File: config.mk
export PLATFORM = sky130hd
export DESIGN_NAME = esm_issue_scheduler
export DESIGN_NICKNAME = d
export VERILOG_FILES = /design/src/rtl/esm_issue_scheduler.sv
export SDC_FILE = /design/constraint.sdc
export NUM_CORES = 1
export LEC_CHECK = 0
export CAP_MARGIN = 20
export CORE_AREA = 4 4 102 104
export DETAILED_ROUTE_END_ITERATION = 10
export DIE_AREA = 0 0 106 108
export HOLD_SLACK_MARGIN = 0.05
export PLACE_DENSITY = 0.88
export SLEW_MARGIN = 40
export SYNTH_ARGS = -nofsm -noshare
export SYNTH_HDL_FRONTEND = slang
export SYNTH_SLANG_ARGS = --single-unit
File: constraint.sdc
create_clock -name clk -period 14.59 [get_ports clk]
set_input_delay 2.918 -clock clk [delete_from_list [all_inputs] [get_ports clk]]
set_output_delay 2.918 -clock clk [all_outputs]
set_load 0.01 [all_outputs]
File: src/rtl/esm_issue_scheduler.sv
// Issue/retire end of the ESM dependency path: slot allocation, oldest-ready issue, in-order retire.
// Optional ESM_ISSUE_STALL_CNT_EN adds a saturating stall_cycles counter output.
module esm_issue_scheduler #(
  parameter int unsigned bs = 16,
  localparam int unsigned IW = $clog2(bs)
) (
  input  logic          clk,
  input  logic          rst,
  input  logic          alloc_valid,
  output logic          alloc_ready,
  output logic [IW-1:0] buffer_index,
  input  logic [bs-1:0] ready_positions,
  output logic          issue_valid,
  input  logic          issue_ready,
  output logic [IW-1:0] issue_index,
  input  logic          cmpl_valid,
  input  logic [IW-1:0] cmpl_index,
  output logic          retire_valid,
  output logic [IW-1:0] retire_index,
  output logic [IW:0]   occupancy,
  output logic          cmpl_err
`ifdef ESM_ISSUE_STALL_CNT_EN
  ,
  output logic [31:0]   stall_cycles
`endif
);

  localparam logic [1:0] FREE   = 2'd0;
  localparam logic [1:0] WAIT   = 2'd1;
  localparam logic [1:0] ISSUED = 2'd2;
  localparam logic [1:0] DONE   = 2'd3;
  localparam logic [IW:0] FULL_CNT = (IW+1)'(bs);

  logic [1:0]    slot_q [bs];
  logic [1:0]    slot_d [bs];
  logic [IW-1:0] head_q, tail_q;
  logic [IW:0]   count_q, count_d;

  logic          alloc_fire, issue_fire, cmpl_ok, retire_fire;
  logic          found;
  logic [IW-1:0] sel, scan_idx;

  assign alloc_ready  = (count_q != FULL_CNT);
  assign buffer_index = tail_q;
  assign occupancy    = count_q;
  assign issue_valid  = found;
  assign issue_index  = sel;

  assign alloc_fire  = alloc_valid && alloc_ready;
  assign issue_fire  = found && issue_ready;
  assign cmpl_ok     = cmpl_valid && (slot_q[cmpl_index] == ISSUED);
  assign retire_fire = (count_q != '0) && (slot_q[head_q] == DONE);

  // Age-ordered scan starting at head; index arithmetic wraps naturally.
  always_comb begin : issue_scan
    found    = 1'b0;
    sel      = '0;
    scan_idx = '0;
    for (int unsigned i = 0; i < bs; i++) begin
      scan_idx = head_q + IW'(i);
      if (!found && (slot_q[scan_idx] == WAIT) && ready_positions[scan_idx]) begin
        found = 1'b1;
        sel   = scan_idx;
      end
    end
  end

  // Per-slot next state; the four events can never target the same slot.
  always_comb begin : next_state
    slot_d = slot_q;
    if (alloc_fire)  slot_d[tail_q]     = WAIT;
    if (issue_fire)  slot_d[sel]        = ISSUED;
    if (cmpl_ok)     slot_d[cmpl_index] = DONE;
    if (retire_fire) slot_d[head_q]     = FREE;
    count_d = count_q;
    case ({alloc_fire, retire_fire})
      2'b10:   count_d = count_q + (IW+1)'(1);
      2'b01:   count_d = count_q - (IW+1)'(1);
      default: count_d = count_q;
    endcase
  end

  always_ff @(posedge clk or negedge rst) begin
    if (!rst) begin
      for (int unsigned i = 0; i < bs; i++) slot_q[i] <= FREE;
      head_q       <= '0;
      tail_q       <= '0;
      count_q      <= '0;
      retire_valid <= 1'b0;
      retire_index <= '0;
      cmpl_err     <= 1'b0;
    end else begin
      slot_q       <= slot_d;
      count_q      <= count_d;
      retire_valid <= retire_fire;
      if (alloc_fire)  tail_q <= tail_q + IW'(1);
      if (retire_fire) begin
        head_q       <= head_q + IW'(1);
        retire_index <= head_q;
      end
      if (cmpl_valid && !cmpl_ok) cmpl_err <= 1'b1;
    end
  end

`ifdef ESM_ISSUE_STALL_CNT_EN
  // Cycles with work in flight but nothing issued; saturating.
  always_ff @(posedge clk or negedge rst) begin
    if (!rst) begin
      stall_cycles <= '0;
    end else if ((count_q != '0) && !issue_fire && (stall_cycles != 32'hFFFF_FFFF)) begin
      stall_cycles <= stall_cycles + 32'd1;
    end
  end
`endif

endmodule

# After elaboration in Yosys (flattened, before gate mapping)
# Cells that the tools add are included.
# word_totals
reg_bits	51
output_inout_bits	21
input_bits	25
word_cells	314
# classes
n_eq_ne	21
n_reduce_logical	58
n_bitwise	28
add_sub_neg	18
n_lt_le_gt_ge	39
mux	128
# ops
cell	n
binary-select mux 2 bit (select 4 bit)	17
two-way mux 32 bit	4
>= comparator 5 bit, second input constant	19
inverter 4 -> 5 bit	19
less-than comparator 4 x 5 -> 1 bit, second input constant	16
two-way mux 2 bit	38
binary-select mux 1 bit (select 4 bit)	16
two-way mux 4 bit	16
logical AND 1 bit	40
== test 2 x 1 -> 1 bit, second input constant	17
adder 4 bit, second input constant	8
bitwise AND 16 bit	2
bitwise AND 32 bit	1
demux 2 bit (select 4 bit)	4
two-way mux 1 bit	32
inverter 16 bit	2
inverter 32 bit	1
OR 16 bit	2
OR 32 bit	1
less-than comparator 5 x 1 -> 1 bit, second input constant	4
adder 4 x 3 -> 4 bit, second input constant	4
zero test 1 bit	16
case mux 5 bit (2 select lines)	1
adder 4 x 1 -> 4 bit, second input constant	2
7 further kinds	10

# Longest topological paths before layout
# depth
word_depth	79
ltp_mapped	19
mapped_depth_nobuf	14

# Worst setup path before layout
# No wires, ideal clock.
# synth_timing
path_kind	input to output
startpoint	in ready_positions[6]
endpoint	out issue_index[1]
path_stages	12
path_slack_ns	6.015
arrival_time_ns	5.657
required_ns	11.672
n_path_buf	2
path_cell_list	and3b_1 mux4_2 a32oi_1 o221a_2 clkbuf_1 nand2b_4 or4_1 buf_2 a21o_1 o2111a_1 a211o_4 clkinv_4
# synth_via
elab_chain_cells	64
word_cells_on_any_way	109
classes_between	mux (63); reduce/logical (46)
# synth_rtl
element	line	text
start, declared	12	input logic [bs-1:0] ready_positions,
binary-select mux 1 bit (select 4 bit)	61	if (!found && (slot_q[scan_idx] == WAIT) && ready_positions[scan_idx]) begin
two-way mux 1 bit (implied by the code)	61	
logical AND 1 bit	61	
two-way mux 1 bit	61	
zero test 1 bit	61	
logical AND 1 bit (2 in series)	61	
two-way mux 1 bit	61	
zero test 1 bit	61	
(+44 left out)	-	
logical AND 1 bit (2 in series)	61	
two-way mux 1 bit	61	
zero test 1 bit	61	
logical AND 1 bit (2 in series)	61	
two-way mux 1 bit	61	
zero test 1 bit	61	
logical AND 1 bit (2 in series)	61	
two-way mux 4 bit (*)	61	
end, declared	15	output logic [IW-1:0] issue_index,
# Every way passes the cells marked *; elsewhere a longest branch is shown, timed or not. The select of a mux whose other input is x is not followed.

# Final worst setup path
# layout_timing
startpoint	in ready_positions[4]
endpoint	out issue_index[1]
# The elaborated chain is that of the path after synthesis.

==> reports/qor.txt <==
CP max FO - 12
GR Overflow Total - 0
Synth Area in Compound Gates - 0.256
Wire per inst - 24.0 um
Post-synth EDFFs - 0
Setup TNS - 0 ns
Gr usage total - 0.359
Run status - completed
First-pass GRT wire length - 32.4 mm
Initial DRC count - 697
Tcrit/Tclk final - 0.698
Root Buffer - clkbuf_8
Filler cell count - 728
R2r setup slk - 8.83 ns
Number of H-tree levels - 2
Area contributors post-synth - dfrtp_1 21%, mux4_2 8.9%, ha_1 4.3%, nor2_1 3.9%, o21ai_0 3.6%
Slew Viols, Final - 0
RSZ-0062 raised after global routing - false
Final Hold Fails - 0
Area of the multi-input gates - 4510 sq um
Die Footprint - 11400 sq um
Simple-Gate Fraction of Synth Area - 0.296
HP Class - reg2reg
Seq/Total Area, Yosys - 0.211
Drt pass-1 iters - 5
Clock slew at reported path FFs - 0.09 ns
Horiz. Die Dim - 106 um
Worst EP required - 11.67 ns
DRC - 0
Syn Area/Cell - 8.68 sq um
Initial antenna violation count - 0
Ports - 46
CTS Sinks - 51
Synth warn - 0
Post-DP HPWL - 15.3 mm
Antenna Diode Count - 0
CP arrival - 7.27 ns
Core Area - 9550 sq um
Syn nets - 744
Gpl congestion - 1.00
Area Overhead vs Synth - 9.75%
Clk_lat worst skew - 0.33 ns
Fmax - 98.2 MHz
Final setup fails - 0
DR vias - 6425
Via density - 7.56
Cell variety after synth - 95
Crit start category - primary input
Clock buffer depth - 2
Largest family of logic cells by synthesized area - simple AND/OR/NAND/NOR gates
Total CTS buffers - 5
Post-synth top area share - 0.211
Nets - 763
Share of cells above drive strength 1 - 0.127
Netlist Area Pre-Place - 6050 sq um
Mux share of post-synthesis cell area - 0.114
Largest net degree at the start of global routing - 54
Hold Buf Count CTS - 0
CP Capture Type - primary output
Seq. cell area - 1280 sq um
Port Buf Inserts - 45
Minimum clock period - 10.18 ns
Post-synthesis adder-cell area fraction - 0.0468
Rel. slew slack - 0.409
CTS tree - built
Effective utilization at floorplan - 0.633
Post-synthesis xor/xnor area fraction - 0.0304
Setup skew after layout - 0.0138 ns
Synth Instances - 697
Slew @ Worst Pin - 0.886 ns
Final WL - 20.4 mm
Die height - 108 um
Synth async-reset ratio - 1.00
Crit path kind - in2out
Vias in the first global route - 6390
Synth area leader - dfrtp_1
Synth Register Bits - 51
Setup Buffers After CTS - 0
Post-cts gate resize count - 0
Synth Flop Type - dfrtp_1
Max_cap viols - 0
Row Count - 36
ANT nets after route - 0
-- flip-flops by register name, indices dropped and copies added, names as in the netlist --
signal and flops:
slot_q 32, occupancy 5, buffer_index 4, head_q 4, retire_index 4, cmpl_err 1, retire_valid 1
-- cells in the mapped netlist (6+ instances only) --
library cell and count:
nor4bb_1 8, nand2b_1 12, o311ai_0 8, dfrtp_1 51, a31o_1 8, nand3_1 22
or2_2 9, a21oi_1 22, mux2i_1 7, and2_1 7, mux4_2 24, a221oi_1 7
nand3b_1 24, xnor2_1 15, nand4_1 9, and3b_1 8, a31oi_1 7, nor2b_1 12
nor3b_1 6, buf_2 12, or3_1 8, o22ai_1 17, and3_1 16, nor2_1 63
a221oi_2 6, o211ai_1 14, ha_1 21, xor2_1 6, nand2_1 56, o21ai_0 43
inv_1 15, nor3_1 10, clkbuf_1 20
-- through the flow --
step / utilization / cell area [sq um] / setup slack (ns) / instances / hold WS (ns)
6_report: 0.695 / 6640 / 4.41 / 850 / 0.478
5_1_grt: 0.695 / 6640 / 4.25 / 850 / 0.493
4_1_cts: 0.694 / 6620 / 4.49 / 849 / 0.478
3_5_place_dp: 0.681 / 6510 / 4.50 / 841 / 0.452
3_3_place_gp: 0.681 / 6500 / 4.61 / 841 / 0.441
2_1_floorplan: - / 6050 / 6.02 / 697 / 0.493
-- routing by layer --
| metal | up-vias | track usage | wire length (um) |
|---|---|---|---|
| li1 | 2772 | - | - |
| met1 | 2966 | 0.428 | 6970 |
| met2 | 528 | 0.589 | 9520 |
| met3 | 159 | 0.0472 | 2170 |
| met4 | 0 | 0.280 | 1760 |
| met5 | - | 0 | 0 |
-- layout make-up --
cell class | count | area share
clock buffers | 5 | 0.0104
clock inverters | 3 | 0.00716
inverters | 20 | 0.0121
multi-input cells | 587 | 0.679
flip-flops and latches | 51 | 0.192
well taps | 133 | 0.0251
repair buffers | 51 | 0.0735
-- cell usage in the layout (no fill, tap or decap), types with 9 or more instances in the layout --
cell,instances
a21oi_1,22
and3_1,16
clkdlybuf4s50_1,44
dfrtp_1,50
ha_1,20
inv_1,15
mux4_2,24
nand2_1,56
nand2b_1,12
nand3_1,22
nand3b_1,24
nand4_1,9
nor2_1,63
nor2b_1,11
nor3_1,10
o211ai_1,14
o21ai_0,43
o22ai_1,17
or2_2,9
xnor2_1,15
-- path summary, 6_finish.rpt --
check,from,endpoint,depth (start not counted)
worst max register to register,head_q[1]$_DFFE_PN0P_,slot_q[18]$_DFF_PN0_,13
max in group asynchronous,rst,head_q[0]$_DFFE_PN0P_,2
worst min-delay path,cmpl_err$_DFFE_PN0P_,cmpl_err$_DFFE_PN0P_,1
worst max-delay path,ready_positions[4],issue_index[1],12
worst min register to register,cmpl_err$_DFFE_PN0P_,cmpl_err$_DFFE_PN0P_,1
min in group asynchronous,rst,slot_q[6]$_DFF_PN0_,2
-- cells by family after synthesis --
family	Yosys count
xor+xnor	21
mux	37
simple gates	304
buf+inv	59
flops	51
compound gates	203
fa+ha+maj	22
-- worst max-delay path, stage by stage --
cell and delay [ns]:
clkdlybuf4s50_1 0.47, and3b_1 0.20, mux4_2 0.52, a32oi_1 0.35
o311a_1 0.37, nand3_2 0.27, or4_1 0.71, a21o_1 0.23
o2111a_1 0.15, a211o_4 0.40, clkinv_4 0.12, clkdlybuf4s50_1 0.54
Power is left out: the tool's default activity adds up to more than one toggle a clock period on the data nets, which glitch-free logic cannot reach.
